$ cat config.mk
export PLATFORM = sky130hd
export DESIGN_NAME = nasti_ddrx_cmd_sched
export DESIGN_NICKNAME = d
export VERILOG_FILES = /design/src/rtl/nasti_ddrx_pkg.sv /design/src/rtl/nasti_ddrx_bank_table.sv /design/src/rtl/nasti_ddrx_cmd_sched.sv
export SDC_FILE = /design/constraint.sdc
export NUM_CORES = 1
export LEC_CHECK = 0
export CELL_PAD_IN_SITES_DETAIL_PLACEMENT = 0
export CELL_PAD_IN_SITES_GLOBAL_PLACEMENT = 1
export CORE_ASPECT_RATIO = 0.5
export CORE_UTILIZATION = 23
export DETAILED_ROUTE_END_ITERATION = 8
export GPL_TIMING_DRIVEN = 0
export PLACE_DENSITY_LB_ADDON = 0.1
export SETUP_SLACK_MARGIN = 0.1
export SLEW_MARGIN = 15
export SYNTH_ARGS = -nofsm -noshare
export SYNTH_HDL_FRONTEND = slang
export SYNTH_HIERARCHICAL = 1
export SYNTH_SLANG_ARGS = --single-unit
$ cat constraint.sdc
create_clock -name core_clk -period 7.52 [get_ports core_clk]
set_clock_uncertainty 0.05 [all_clocks]
set_input_delay 1.504 -clock core_clk [delete_from_list [all_inputs] [get_ports core_clk]]
set_output_delay 1.504 -clock core_clk [all_outputs]
set_load 0.01 [all_outputs]
$ cat src/rtl/nasti_ddrx_pkg.sv
// rtl/nasti_ddrx_pkg.sv - shared types, address-map defaults and map function for the DDRx command scheduler
package nasti_ddrx_pkg;

   typedef enum logic [1:0] {
      CMD_ACT = 2'd0,
      CMD_RD  = 2'd1,
      CMD_WR  = 2'd2,
      CMD_PRE = 2'd3
   } cmd_type_e;

   typedef enum logic [1:0] {
      ST_IDLE  = 2'd0,
      ST_ISSUE = 2'd1,
      ST_WAIT  = 2'd2
   } sched_state_e;

   // Default geometry: 64-bit beats, 1K columns, 8 banks, 64K rows
   localparam int DEF_OFFSET_BITS = 3;
   localparam int DEF_COL_WIDTH   = 10;
   localparam int DEF_BANK_WIDTH  = 3;
   localparam int DEF_ROW_WIDTH   = 16;
   localparam int DEF_COL_LSB     = DEF_OFFSET_BITS;
   localparam int DEF_BANK_LSB    = DEF_COL_LSB + DEF_COL_WIDTH;
   localparam int DEF_ROW_LSB     = DEF_BANK_LSB + DEF_BANK_WIDTH;

   // Fields are returned at a fixed generous width; callers keep the low bits they need
   typedef struct packed {
      logic [31:0] bank;
      logic [31:0] row;
      logic [31:0] col;
   } addr_fields_t;

   function automatic logic [63:0] field_mask(input int width);
      return (64'd1 << width) - 64'd1;
   endfunction

   // Address map, LSB up: byte offset, column, bank, row; anything above the row is dropped
   function automatic addr_fields_t map_addr(input logic [63:0] addr,
                                             input int offset_bits,
                                             input int col_width,
                                             input int bank_width,
                                             input int row_width);
      addr_fields_t f;
      logic [63:0]  a;
      a      = addr >> offset_bits;
      f.col  = 32'(a & field_mask(col_width));
      a      = a >> col_width;
      f.bank = 32'(a & field_mask(bank_width));
      a      = a >> bank_width;
      f.row  = 32'(a & field_mask(row_width));
      return f;
   endfunction

endpackage

$ cat src/rtl/nasti_ddrx_bank_table.sv
// rtl/nasti_ddrx_bank_table.sv - per-bank open flag and open-row store
module nasti_ddrx_bank_table
   import nasti_ddrx_pkg::*;
#(
   parameter int BANK_WIDTH = DEF_BANK_WIDTH,
   parameter int ROW_WIDTH  = DEF_ROW_WIDTH
) (
   input  logic                  clk,
   input  logic                  rst,
   input  logic                  upd_en,
   input  logic [BANK_WIDTH-1:0] upd_bank,
   input  logic                  upd_open,
   input  logic [ROW_WIDTH-1:0]  upd_row,
   input  logic [BANK_WIDTH-1:0] lookup_bank,
   output logic                  lookup_open,
   output logic [ROW_WIDTH-1:0]  lookup_row
);

   localparam int NUM_BANKS = 1 << BANK_WIDTH;

   logic [NUM_BANKS-1:0] open_q;
   logic [ROW_WIDTH-1:0] row_q [NUM_BANKS];

   // Open/close a bank on accepted ACT/PRE; rows are only rewritten on open
   always_ff @(posedge clk or posedge rst) begin
      if (rst) begin
         open_q <= '0;
         for (int i = 0; i < NUM_BANKS; i++) begin
            row_q[i] <= '0;
         end
      end else if (upd_en) begin
         open_q[upd_bank] <= upd_open;
         if (upd_open) begin
            row_q[upd_bank] <= upd_row;
         end
      end
   end

   assign lookup_open = open_q[lookup_bank];
   assign lookup_row  = row_q[lookup_bank];

endmodule

$ cat src/rtl/nasti_ddrx_cmd_sched.sv
// rtl/nasti_ddrx_cmd_sched.sv - AR/AW arbitration and ACT/RD/WR/PRE command generation with tRP/tRCD
module nasti_ddrx_cmd_sched
   import nasti_ddrx_pkg::*;
#(
   parameter int C_NASTI_ID_WIDTH   = 9,
   parameter int C_NASTI_ADDR_WIDTH = 32,
   parameter int C_NASTI_DATA_WIDTH = 64,
   parameter int C_COL_WIDTH        = 10,
   parameter int C_BANK_WIDTH       = 3,
   parameter int C_ROW_WIDTH        = 16,
   parameter int C_TRP              = 4,
   parameter int C_TRCD             = 4,
   parameter int C_ARB_MODE         = 1,
   parameter int C_STARVE_LIMIT     = 4
) (
   input  logic                          core_clk,
   input  logic                          core_arst,
   input  logic [C_NASTI_ADDR_WIDTH-1:0] ar_addr,
   input  logic [7:0]                    ar_len,
   input  logic [C_NASTI_ID_WIDTH-1:0]   ar_id,
   input  logic                          ar_empty,
   output logic                          ar_inc,
   input  logic [C_NASTI_ADDR_WIDTH-1:0] aw_addr,
   input  logic [7:0]                    aw_len,
   input  logic [C_NASTI_ID_WIDTH-1:0]   aw_id,
   input  logic                          aw_empty,
   output logic                          aw_inc,
   output logic                          cmd_valid,
   input  logic                          cmd_ready,
   output logic [1:0]                    cmd_type,
   output logic [C_BANK_WIDTH-1:0]       cmd_bank,
   output logic [C_ROW_WIDTH-1:0]        cmd_row,
   output logic [C_COL_WIDTH-1:0]        cmd_col,
   output logic [C_NASTI_ID_WIDTH-1:0]   cmd_id,
   output logic                          cmd_last
);

   localparam int         OFF_BITS   = $clog2(C_NASTI_DATA_WIDTH / 8);
   localparam logic [7:0] TRP_WAIT   = 8'(C_TRP - 1);
   localparam logic [7:0] TRCD_WAIT  = 8'(C_TRCD - 1);
   localparam logic [7:0] STARVE_MAX = 8'(C_STARVE_LIMIT);

   sched_state_e state, state_next;

   logic [C_NASTI_ADDR_WIDTH-1:0] cur_addr;
   logic [7:0]                    cur_len;
   logic [C_NASTI_ID_WIDTH-1:0]   cur_id;
   logic                          cur_write;
   logic [7:0]                    beat_cnt;
   logic [7:0]                    wait_cnt;
   logic [7:0]                    starve_cnt;
   logic                          last_write;

   logic [C_NASTI_ADDR_WIDTH-1:0] beat_addr;
   addr_fields_t                  beat_fields;
   logic                          unused_fields;
   logic [C_BANK_WIDTH-1:0]       beat_bank;
   logic [C_ROW_WIDTH-1:0]        beat_row;
   logic [C_COL_WIDTH-1:0]        beat_col;
   logic                          bank_open;
   logic [C_ROW_WIDTH-1:0]        bank_row;

   cmd_type_e  sel_type;
   logic       is_cas;
   logic       last_beat;
   logic       hs;
   logic       pop;
   logic       pick_write;
   logic [7:0] wait_load;

   // Every beat is remapped, so bank/row crossings inside a burst become ordinary misses
   assign beat_addr     = cur_addr + (C_NASTI_ADDR_WIDTH'(beat_cnt) << OFF_BITS);
   assign beat_fields   = map_addr(64'(beat_addr), OFF_BITS, C_COL_WIDTH, C_BANK_WIDTH, C_ROW_WIDTH);
   assign unused_fields = ^beat_fields;
   assign beat_bank     = beat_fields.bank[C_BANK_WIDTH-1:0];
   assign beat_row      = beat_fields.row[C_ROW_WIDTH-1:0];
   assign beat_col      = beat_fields.col[C_COL_WIDTH-1:0];

   nasti_ddrx_bank_table #(
      .BANK_WIDTH (C_BANK_WIDTH),
      .ROW_WIDTH  (C_ROW_WIDTH)
   ) u_bank_table (
      .clk         (core_clk),
      .rst         (core_arst),
      .upd_en      (hs && !is_cas),
      .upd_bank    (beat_bank),
      .upd_open    (sel_type == CMD_ACT),
      .upd_row     (beat_row),
      .lookup_bank (beat_bank),
      .lookup_open (bank_open),
      .lookup_row  (bank_row)
   );

   // Command for the current beat follows directly from the bank's open state
   always_comb begin
      sel_type = CMD_ACT;
      if (!bank_open) begin
         sel_type = CMD_ACT;
      end else if (bank_row != beat_row) begin
         sel_type = CMD_PRE;
      end else begin
         sel_type = cur_write ? CMD_WR : CMD_RD;
      end
   end

   assign is_cas    = (sel_type == CMD_RD) || (sel_type == CMD_WR);
   assign last_beat = (beat_cnt == cur_len);
   assign hs        = (state == ST_ISSUE) && cmd_ready;
   assign wait_load = (sel_type == CMD_PRE) ? TRP_WAIT : TRCD_WAIT;

   // Queue choice: alternate in mode 0, read-first with a write-starvation cap in mode 1
   always_comb begin
      pick_write = 1'b0;
      if (C_ARB_MODE == 0) begin
         pick_write = !aw_empty && (ar_empty || !last_write);
      end else begin
         pick_write = !aw_empty && (ar_empty || (starve_cnt == STARVE_MAX));
      end
   end

   // State register
   always_ff @(posedge core_clk or posedge core_arst) begin
      if (core_arst) begin
         state <= ST_IDLE;
      end else begin
         state <= state_next;
      end
   end

   // Next state and pop decision
   always_comb begin
      state_next = state;
      pop        = 1'b0;
      case (state)
         ST_IDLE: begin
            if (!ar_empty || !aw_empty) begin
               pop        = 1'b1;
               state_next = ST_ISSUE;
            end
         end
         ST_ISSUE: begin
            if (cmd_ready) begin
               if (is_cas) begin
                  if (last_beat) begin
                     state_next = ST_IDLE;
                  end
               end else if (wait_load != 8'd0) begin
                  state_next = ST_WAIT;
               end
            end
         end
         ST_WAIT: begin
            if (wait_cnt == 8'd1) begin
               state_next = ST_ISSUE;
            end
         end
         default: state_next = ST_IDLE;
      endcase
   end

   // Transaction latch, beat counter, timing counter and arbitration history
   always_ff @(posedge core_clk or posedge core_arst) begin
      if (core_arst) begin
         cur_addr   <= '0;
         cur_len    <= '0;
         cur_id     <= '0;
         cur_write  <= 1'b0;
         beat_cnt   <= '0;
         wait_cnt   <= '0;
         starve_cnt <= '0;
         last_write <= 1'b1;
      end else begin
         if (pop) begin
            cur_addr   <= pick_write ? aw_addr : ar_addr;
            cur_len    <= pick_write ? aw_len : ar_len;
            cur_id     <= pick_write ? aw_id : ar_id;
            cur_write  <= pick_write;
            beat_cnt   <= '0;
            last_write <= pick_write;
            if (pick_write) begin
               starve_cnt <= '0;
            end else if (!aw_empty && (starve_cnt != STARVE_MAX)) begin
               starve_cnt <= starve_cnt + 8'd1;
            end
         end
         if (hs && is_cas && !last_beat) begin
            beat_cnt <= beat_cnt + 8'd1;
         end
         if (hs && !is_cas) begin
            wait_cnt <= wait_load;
         end else if (state == ST_WAIT) begin
            wait_cnt <= wait_cnt - 8'd1;
         end
      end
   end

   // Pops are masked during reset so a waiting queue is never consumed while the block is held
   assign ar_inc    = pop && !pick_write && !core_arst;
   assign aw_inc    = pop && pick_write && !core_arst;
   assign cmd_valid = (state == ST_ISSUE);
   assign cmd_type  = cmd_valid ? sel_type : 2'd0;
   assign cmd_bank  = cmd_valid ? beat_bank : '0;
   assign cmd_row   = cmd_valid ? beat_row : '0;
   assign cmd_col   = cmd_valid ? beat_col : '0;
   assign cmd_id    = cmd_valid ? cur_id : '0;
   assign cmd_last  = cmd_valid && is_cas && last_beat;

endmodule

==> results.sh, run 1 <==
export IMPL_status="finished, final reports clean"
export IMPL_worstPathMaxFanout=10
export IMPL_cp_required_ns=5.97
export IMPL_irDropWorstVdd_v=0.000162
export IMPL_route_vias_total=8133
export IMPL_clk_path_buf_depth=3
export IMPL_detailed_place_hpwl_mm=26.0
export IMPL_post_drt_wl_per_cell_um=20.8
export IMPL_tritoncts="built"
export IMPL_initial_core_util_pct=23.6
export IMPL_clock_sinks=209
export IMPL_ctsRootBufferMaster="clkbuf_16"
export IMPL_post_synth_cell_area_avg_um2=12.2
export IMPL_maxClockFrequency_ghz=0.140
export IMPL_route_final_wire_length_mm=36.5
export IMPL_final_nets=1218
export IMPL_clock_latency_ns=0.54
export IMPL_synth_net_count=1030
export IMPL_cts_made_buffers=24
export IMPL_timing_final_hold_violations=0
export IMPL_p_total_mw=5.90
export IMPL_antennaDiodeCount=0
export IMPL_dominantRegCellSynth="dfrtp_1"
export IMPL_number_of_enable_flip_flop_cells_after_synthesis=0
export IMPL_number_of_remaining_drc_errors=0
export IMPL_num_fill_cells=4889
export IMPL_max_cap_violations=0
export IMPL_design_portCount=147
export IMPL_critical_path_arrival_ns=5.61
export IMPL_grt_pass1_wl_mm=55.1
export IMPL_min_path_type="reg -> reg"
export IMPL_place_congestion=0.780
export IMPL_cts_htree_levels=1
export IMPL_yosysWarnings=6
export IMPL_path_class="reg -> out"
export IMPL_power_density_cell_area_nw_per_um2=402
export IMPL_fp_coreArea_um2=47400
export IMPL_firstDrtPassIters=7
export IMPL_layout_core_utilization_pct=31.0
export IMPL_setup_viol=0
export IMPL_maxSlewViolCount=0
export IMPL_synth_cell_types=66
export IMPL_syn_to_final_growth_pct=31.4
export IMPL_die_width_um=313
export IMPL_placement_rows=56
export IMPL_maxSlewHeadroom_pct=25.7
export IMPL_startpoint_type="register"
export IMPL_final_antenna_net_count=0
export IMPL_asyncSetResetFlopFracSynth_pct=100
export IMPL_placed_area_um2=13400
export IMPL_track_usage_pct=14.9
export IMPL_grt_overflow_total=0
export IMPL_drtIter0Drc=528
export IMPL_grt_antenna_before_repair=1
export IMPL_numPortBuffers=140
export IMPL_clock_slew_at_reported_path_ffs_ns=0.06
export IMPL_synth_cells=912
export IMPL_tightest_slew_ns=1.11
export IMPL_synth_sequential_area_ratio_pct=46.9
export IMPL_period_needed_ns=7.17
export IMPL_cp_end_kind="output port"
export IMPL_via_per_inst=4.63
export IMPL_layout_cell_area_non_filler_um2=14700
export IMPL_synthesis_area_um2=11200
export IMPL_dieHeight_um=158
export IMPL_grt_pass1_vias=8580
export IMPL_die_area_um2=49400
export IMPL_min_period_over_period_pct=95.3
export IMPL_leakagePower_nw=6.41
export IMPL_rsz_0062_raised_after_global_routing="false"
export IMPL_grt_max_degree=93
export IMPL_yosys_register_bits=209
export IMPL_share_of_cells_above_drive_strength_1_pct=28.8
==> area by class of cell <==
cell class              instances  area (µm²)  share of cell area, %
plain buffers                  47         363                   2.47
clock buffers                  34         688                   4.69
clock inverters                 9        88.8                  0.606
inverters                      66         258                   1.76
multi-input cells             590        5630                   38.4
flip-flops and latches        209        5230                   35.7
well taps                     638         798                   5.44
repair buffers                162        1600                   10.9
==> cell families after synthesis <==
logic type / count (synthesis) / synth area share, %
DFF: 209 / 46.9
adders and majority gates: 15 / 1.75
and+or+nand+nor: 202 / 10.6
xor gates and xnor gates: 64 / 5.27
muxes: 180 / 21.9
buffers and inverters: 113 / 4.62
AOI/OAI and AO/OA: 129 / 8.99
==> synthesized netlist by cell type (11+ instances only) <==
library cell	n	area [µm²]
nand3_1	19	95.1
nor2_1	32	120
o21ai_0	26	130
nor3_1	13	65.1
xor2_1	29	254
nand2_1	35	131
xnor2_1	33	289
inv_1	66	248
a222oi_1	46	460
mux4_2	34	766
nand2b_1	11	68.8
and2_1	27	169
ha_1	14	175
mux2_2	137	1540
a21oi_1	16	80.1
dfrtp_1	209	5230
clkbuf_1	23	86.3
==> state kept, by name, indices dropped and copies added (netlist names) <==
register / count
wait_cnt: 8
u_bank_table/row_q: 128
u_bank_table/open_q: 8
beat_cnt: 8
state: 2
cur_len: 8
cur_addr: 29
starve_cnt: 8
cur_id: 9
cur_write: 1
==> worst max-delay path: stages, from the launching register on <==
cell and delay (ns):
dfrtp_1 0.38, ha_4 0.17, inv_1 0.05, fa_2 0.35
nand2b_4 0.17, a21oi_4 0.20, o21a_2 0.20, buf_8 0.10
nand3_4 0.09, xnor2_4 0.23, buf_8 0.16, buf_12 0.16
mux4_2 0.51, mux2_4 0.32, inv_1 0.10, a31o_2 0.11
a21oi_1 0.06, a2111o_1 0.44, or4_4 0.57, o21ba_1 0.22
clkdlybuf4s50_1 0.48
==> path summary, 6_finish.rpt <==
kind / start / endpoint / slack [ns] / cells after the start
max in group asynchronous: core_arst / u_bank_table/row_q[27] / 5.07 / 3
worst max-delay path: cur_addr[3] / cmd_type[1] / 0.35 / 20
worst min-delay path: u_bank_table/open_q[7] / u_bank_table/open_q[7] / 0.43 / 1
min in group asynchronous: core_arst / u_bank_table/row_q[33] / 1.56 / 2
worst min register to register: u_bank_table/open_q[7] / u_bank_table/open_q[7] / 0.43 / 1
worst max register to register: cur_addr[3] / u_bank_table/row_q[51] / 0.41 / 26
==> cells in the final DEF, fill, tap and decap left out, drive strengths merged, types with 18 or more instances in the layout <==
cell type	count
a21oi	18
a222oi	46
and2	27
buf	46
clkbuf	58
clkdlybuf4s50	139
dfrtp	209
inv	66
mux2	146
mux4	34
nand2	35
nand3	24
nor2	43
o21ai	28
xnor2	33
xor2	29
==> timing repair <==
| action | 4_1_cts | 5_1_grt |
|---|---|---|
| gates cloned | 0 | 0 |
| buffers inserted | 18 | 2 |
| pin swaps | 8 | 7 |
| setup endpoints to repair | 153 | 50 |
| gates resized for setup | 65 | 15 |
| hold buffers | 0 | 0 |
==> metrics by stage <==
step,setup slack (ns),hold slack [ns],cells,setup TNS (ns)
2_1_floorplan,0.802,0.394,912,0
3_3_place_gp,-1.54,0.405,1690,-177.24
3_5_place_dp,-1.56,0.416,1692,-175.25
4_1_cts,0.103,0.432,1753,0
5_1_grt,0.115,0.443,1755,0
6_report,0.353,0.434,1755,0
==> where the power goes <==
| group | leakage, nW | switching [mW] | internal (mW) |
|---|---|---|---|
| sequential | 2.73 | 0.319 | 1.54 |
| clock | 0.375 | 0.499 | 0.673 |
| combinational | 3.31 | 1.44 | 1.43 |
==> layer usage <==
layer / routed length [µm] / track usage (%)
met4: 611 / 2.62
met5: 0 / 0
met1: 17200 / 20.0
met2: 17500 / 25.3
met3: 1270 / 2.65
(Power assumes the default switching activity.)
==> run 2: changes to the inputs <==
--- a/config.mk
+++ b/config.mk
@@ -11,6 +11,7 @@
 export CORE_UTILIZATION = 23
 export DETAILED_ROUTE_END_ITERATION = 8
 export GPL_TIMING_DRIVEN = 0
+export HOLD_SLACK_MARGIN = 0.12
 export PLACE_DENSITY_LB_ADDON = 0.1
 export SETUP_SLACK_MARGIN = 0.1
 export SLEW_MARGIN = 15
==> constraint.sdc (replaced) <==
create_clock -name core_clk -period 8.5 [get_ports core_clk]
set_clock_uncertainty 0.05 [all_clocks]
set_input_delay 1.7 -clock core_clk [delete_from_list [all_inputs] [get_ports core_clk]]
set_output_delay 1.7 -clock core_clk [all_outputs]
set_load 0.01 [all_outputs]
==> results.sh, run 2 (synthesis gave the netlist of run 1 again) <==
export IMPL_power_density_cell_area_nw_per_um2=352
export IMPL_clock_slew_at_reported_path_ffs_ns=0.06
export IMPL_number_of_remaining_drc_errors=0
export IMPL_cp_end_kind="output port"
export IMPL_clk_path_buf_depth=3
export IMPL_syn_to_final_growth_pct=28.5
export IMPL_detailed_place_hpwl_mm=26.0
export IMPL_min_period_over_period_pct=94.7
export IMPL_timing_final_hold_violations=0
export IMPL_initial_core_util_pct=23.6
export IMPL_grt_pass1_vias=8478
export IMPL_final_nets=1200
export IMPL_status="finished, final reports clean"
export IMPL_maxClockFrequency_ghz=0.124
export IMPL_setup_viol=0
export IMPL_clock_latency_ns=0.54
export IMPL_die_area_um2=49400
export IMPL_tightest_slew_ns=1.11
export IMPL_ff_latch_area_um2=5230
export IMPL_die_width_um=313
export IMPL_fp_coreArea_um2=47400
export IMPL_layout_cells_most_common="dfrtp_1"
export IMPL_antennaDiodeCount=0
export IMPL_dieHeight_um=158
export IMPL_ctsRootBufferMaster="clkbuf_16"
export IMPL_share_of_cells_above_drive_strength_1_pct=26.1
export IMPL_design_portCount=147
export IMPL_post_drt_wl_per_cell_um=20.8
export IMPL_maxSlewHeadroom_pct=26.0
export IMPL_final_antenna_net_count=0
export IMPL_firstDrtPassIters=7
export IMPL_cp_required_ns=6.75
export IMPL_track_usage_pct=14.7
export IMPL_maxSlewViolCount=0
export IMPL_path_class="reg -> out"
export IMPL_worstPathMaxFanout=10
export IMPL_dpl_cell_count=1692
export IMPL_leakagePower_nw=6.25
export IMPL_rsz_0062_raised_after_global_routing="false"
export IMPL_p_total_mw=5.04
export IMPL_clock_sinks=209
export IMPL_via_per_inst=4.63
export IMPL_startpoint_type="register"
export IMPL_grt_antenna_before_repair=1
export IMPL_place_congestion=0.780
export IMPL_fin_cells=1737
export IMPL_period_needed_ns=8.05
export IMPL_cts_made_buffers=24
export IMPL_drtIter0Drc=532
export IMPL_multiInputGateArea_um2=5490
export IMPL_biggestRegsByFlops="u_bank_table/row_q: 128 flops, cur_addr: 29 flops, cur_id: 9 flops"
export IMPL_irDropWorstVdd_v=0.000143
export IMPL_cts_htree_levels=1
export IMPL_route_vias_total=8037
export IMPL_tritoncts="built"
export IMPL_placement_rows=56
export IMPL_min_path_type="reg -> reg"
export IMPL_route_final_wire_length_mm=36.1
export IMPL_layout_cells_most_common_list="dfrtp_1 (208), clkdlybuf4s50_1 (139), mux2_2 (137)"
export IMPL_grt_overflow_total=0
export IMPL_max_cap_violations=0
export IMPL_grt_pass1_wl_mm=54.4
export IMPL_num_fill_cells=4908
export IMPL_grt_max_degree=93
export IMPL_largest_register="u_bank_table/row_q"
export IMPL_largest_register_ff_count=128
export IMPL_numPortBuffers=140
export IMPL_critical_path_arrival_ns=6.30
run 2: cell types whose count changed in the layout (fill, tap and decap cells not counted), sizes merged:
| cell | previous run | this run |
|---|---|---|
| buf | 46 | 26 |
| clkbuf | 58 | 59 |
| dlygate4sd2 | 0 | 1 |
run 2: routing by layer:
layer / vias to the layer above / share of wire [%] / track usage, %
met5: - / 0 / 0
met4: 0 / 1.5 / 2.58
met3: 32 / 3.4 / 2.65
met2: 111 / 48 / 24.8
met1: 4179 / 48 / 19.8
li1: 3715 / - / -
run 2: where the power goes:
| group | total [mW] | internal (mW) | switching (mW) | leakage (nW) |
|---|---|---|---|---|
| Sequential | 1.64 | 1.36 | 0.279 | 2.73 |
| Clock | 1.04 | 0.595 | 0.444 | 0.375 |
| Combinational | 2.36 | 1.15 | 1.22 | 3.14 |
run 2: final cells by class:
cell class	instances	share of cell area [%]
plain buffers	47	2.19
clock buffers	34	4.80
well taps	638	5.57
flip-flops and latches	209	36.5
multi-input cells	590	38.3
clock inverters	9	0.620
inverters	66	1.80
repair buffers	144	10.3
run 2: final timing paths:
path | start | endpoint | slack [ns] | cells past startpoint
min reg2reg | u_bank_table/open_q[7] | u_bank_table/open_q[7] | 0.43 | 1
min in group asynchronous | core_arst | u_bank_table/row_q[1] | 1.75 | 2
min | u_bank_table/open_q[7] | u_bank_table/open_q[7] | 0.43 | 1
max in group asynchronous | core_arst | u_bank_table/row_q[27] | 5.86 | 3
max | beat_cnt[0] | cmd_last | 0.45 | 23
max reg2reg | beat_cnt[0] | u_bank_table/row_q[46] | 0.85 | 27
run 2: through the flow:
stage | hold WS (ns) | worst slack, ns | instance area, µm² | TNS (ns) | util [%]
after floorplan | 0.394 | 1.59 | 11200 | 0 | -
after global placement | 0.405 | -0.605 | 13400 | -39.86 | 28.2
after detailed placement | 0.416 | -0.583 | 13400 | -38.57 | 28.3
after CTS | 0.432 | 0.200 | 14300 | 0 | 30.2
after global routing | 0.443 | 0.110 | 14300 | 0 | 30.3
final | 0.435 | 0.449 | 14300 | 0 | 30.3
run 2: worst max-delay path, stage by stage (launching register included):
cell	delay (ns)
dfrtp_2	0.42
ha_2	0.23
inv_1	0.06
fa_1	0.39
nand2b_1	0.23
a21oi_4	0.20
o21a_2	0.20
buf_6	0.16
nand3_2	0.13
xnor2_4	0.22
buf_6	0.20
buf_12	0.18
mux4_2	0.52
mux2_2	0.37
nor3_1	0.19
a21oi_1	0.06
nand4_1	0.08
o21ai_0	0.08
a211o_1	0.23
or4_1	0.59
o21ai_1	0.18
ha_2	0.33
and4_1	0.16
dlygate4sd2_1	0.31
run 2: timing repair:
action                     in CTS  in global routing
gates cloned                    0                  0
buffers inserted                2                  0
hold buffers                    0                  0
pin swaps                       3                  2
setup endpoints to repair     137                  1
resized for setup              22                 10
==> run 3: changes to the inputs <==
--- a/config.mk
+++ b/config.mk
@@ -11,8 +11,8 @@
 export CORE_UTILIZATION = 23
 export DETAILED_ROUTE_END_ITERATION = 8
 export GPL_TIMING_DRIVEN = 0
-export HOLD_SLACK_MARGIN = 0.12
 export PLACE_DENSITY_LB_ADDON = 0.1
+export RECOVER_POWER = 100
 export SETUP_SLACK_MARGIN = 0.1
 export SLEW_MARGIN = 15
 export SYNTH_ARGS = -nofsm -noshare
==> results.sh, run 3 (synthesis gave the netlist of run 1 again) <==
export IMPL_detailed_place_hpwl_mm=26.0
export IMPL_max_cap_violations=3
export IMPL_largest_register_ff_count=128
export IMPL_route_vias_total=8008
export IMPL_maxSlewViolCount=187
export IMPL_cp_end_kind="output port"
export IMPL_placement_rows=56
export IMPL_tritoncts="built"
export IMPL_firstDrtPassIters=5
export IMPL_fp_coreArea_um2=47400
export IMPL_die_width_um=313
export IMPL_worstPathMaxFanout=10
export IMPL_p_total_mw=4.99
export IMPL_grt_antenna_before_repair=1
export IMPL_drtIter0Drc=511
export IMPL_cp_required_ns=6.75
export IMPL_numPortBuffers=140
export IMPL_layout_core_utilization_pct=30.0
export IMPL_dieHeight_um=158
export IMPL_multiInputGateArea_um2=5420
export IMPL_timing_final_hold_violations=0
export IMPL_reg2regPathDepth=27
export IMPL_grt_pass1_vias=8478
export IMPL_grt_pass1_wl_mm=54.4
export IMPL_place_congestion=0.780
export IMPL_syn_to_final_growth_pct=27.4
export IMPL_route_final_wire_length_mm=36.0
export IMPL_critical_path_cell_chain="ha_1 > inv_1 > fa_1 > nand2b_1 > a21oi_4 > o21a_2 > buf_6 > nand3_2 > xnor2_4 > buf_6 > buf_12 > mux4_2 > mux2_2 > nor3_1 > a21oi_1 > nand4_1 > o21ai_0 > a211o_1 > or4_1 > o21ai_1 > ha_1 > and4_1 > dlygate4sd2_1"
export IMPL_grt_max_degree=93
export IMPL_num_fill_cells=4917
export IMPL_die_area_um2=49400
export IMPL_maxClockFrequency_ghz=0.124
export IMPL_groute_layer_met2_usage_pct=24.8
export IMPL_initial_core_util_pct=23.6
export IMPL_number_of_remaining_drc_errors=0
export IMPL_largest_register="u_bank_table/row_q"
export IMPL_design_portCount=147
export IMPL_cts_hold_buffers=0
export IMPL_clock_sinks=209
export IMPL_fin_worst_hold_slack_ns=0.432
export IMPL_period_needed_ns=8.06
export IMPL_clk_path_buf_depth=3
export IMPL_gr_usage_met1_pct=19.8
export IMPL_cts_htree_levels=1
export IMPL_clock_slew_at_reported_path_ffs_ns=0.06
export IMPL_global_route_layer_with_the_greatest_usage="met2"
export IMPL_share_of_cells_above_drive_strength_1_pct=24.5
export IMPL_irDropWorstVdd_v=0.000144
export IMPL_biggestRegsByFlops="u_bank_table/row_q: 128 flops, cur_addr: 29 flops, cur_id: 9 flops"
export IMPL_reg2reg_slack_ns=0.60
export IMPL_setup_viol=0
export IMPL_grt_use_met3_pct=2.65
export IMPL_tightest_slew_ns=2.72
export IMPL_layout_cells_most_common_list="dfrtp_1 (208), mux2_2 (137), clkdlybuf4s50_1 (120)"
export IMPL_min_path_type="reg -> reg"
export IMPL_cts_made_buffers=24
export IMPL_post_drt_wl_per_cell_um=20.7
export IMPL_via_per_inst=4.61
export IMPL_reg2reg_from="beat_cnt[0]"
export IMPL_power_density_cell_area_nw_per_um2=351
export IMPL_max_stage_delay_ns=0.59
export IMPL_startpoint_type="register"
export IMPL_crit_end="cmd_last"
export IMPL_min_period_over_period_pct=94.8
export IMPL_cp_startpoint="beat_cnt[0]"
export IMPL_status="complete, but fails checks"
export IMPL_final_nets=1200
export IMPL_worst_slack_ns=0.444
export IMPL_ff_latch_area_um2=5230
export IMPL_reg2reg_capture_point="u_bank_table/row_q[46]"
export IMPL_track_usage_pct=14.7
export IMPL_layout_cells_most_common="dfrtp_1"
export IMPL_slowest_library_cell_on_the_worst_path="or4_1"
export IMPL_clock_latency_ns=0.54
export IMPL_violations="max-capacitance violations, max-slew violations"
export IMPL_path_class="reg -> out"
export IMPL_rsz_0062_raised_after_global_routing="false"
export IMPL_final_antenna_net_count=0
export IMPL_critical_path_arrival_ns=6.31
export IMPL_ctsRootBufferMaster="clkbuf_16"
export IMPL_place_ws_ns=-0.583
export IMPL_leakagePower_nw=6.21
export IMPL_maxSlewHeadroom_pct=-81.2
export IMPL_grt_overflow_total=0
==> run 3: changes by cell type in the layout (fill, tap and decap cells not counted), sizes merged <==
| cell | delta |
|---|---|
| buf | -6 |
| clkinvlp | +2 |
| inv | -2 |
| dlygate4sd3 | +19 |
| diode | +1 |
| clkdlybuf4s50 | -19 |
| clkbuf | +6 |
==> run 3: area by class of cell <==
cell class,instances,area share [%]
Clock inverter,9,0.625
Timing Repair Buffer,144,10.0
Buffer,47,2.12
Multi-Input combinational cell,590,38.2
Sequential cell,209,36.8
Inverter,66,1.76
Tap cell,638,5.62
Clock buffer,34,4.84
Antenna cell,1,0.0176
==> run 3: how the worst min path moves through the flow <==
stage / slack (ns) / cells past startpoint / from / end
CTS: 0.43 / 1 / u_bank_table/open_q[7] / u_bank_table/open_q[7]
floorplan: 0.39 / 1 / u_bank_table/open_q[4] / u_bank_table/open_q[4]
detailed placement: 0.42 / 1 / u_bank_table/open_q[2] / u_bank_table/open_q[2]
global route: 0.44 / 1 / u_bank_table/open_q[7] / u_bank_table/open_q[7]
global placement: 0.40 / 1 / u_bank_table/open_q[4] / u_bank_table/open_q[4]
finish: 0.43 / 1 / u_bank_table/open_q[7] / u_bank_table/open_q[7]
==> run 3: worst max-delay path, delay by kind of cell, from the launching register on <==
family	cells	cell delay, ns
compound gates	6	0.94
xor+xnor	1	0.22
fa+ha+maj	3	0.94
buf+inv	5	0.93
flops	1	0.42
mux	2	0.88
simple gates	6	1.40
==> run 3: metrics by stage <==
stage          cells  cell area, µm²  TNS, ns
4_1_cts         1737           14300        0
2_1_floorplan    912           11200        0
6_report        1738           14200        0
3_5_place_dp    1692           13400   -38.57
5_1_grt         1737           14200        0
3_3_place_gp    1690           13400   -39.86
==> run 3: report_power, final <==
part / internal [mW] / switching (mW)
sequential: 1.36 / 0.278
combinational: 1.11 / 1.20
clock: 0.595 / 0.444
==> run 3: timing repair <==
| item | CTS | global route |
|---|---|---|
| pin swaps | 3 | 2 |
| setup buffers | 2 | 0 |
| resized for setup | 22 | 10 |
| gates cloned | 0 | 0 |
| endpoints found under the setup margin | 137 | 1 |
| endpoints found under the hold margin | 0 | 0 |
==> run 3: layer usage <==
| metal | vias up | share of wire (%) |
|---|---|---|
| met4 | 0 | 1.6 |
| met2 | 129 | 48 |
| met5 | - | 0 |
| met1 | 4144 | 47 |
| li1 | 3703 | - |
| met3 | 32 | 3.9 |
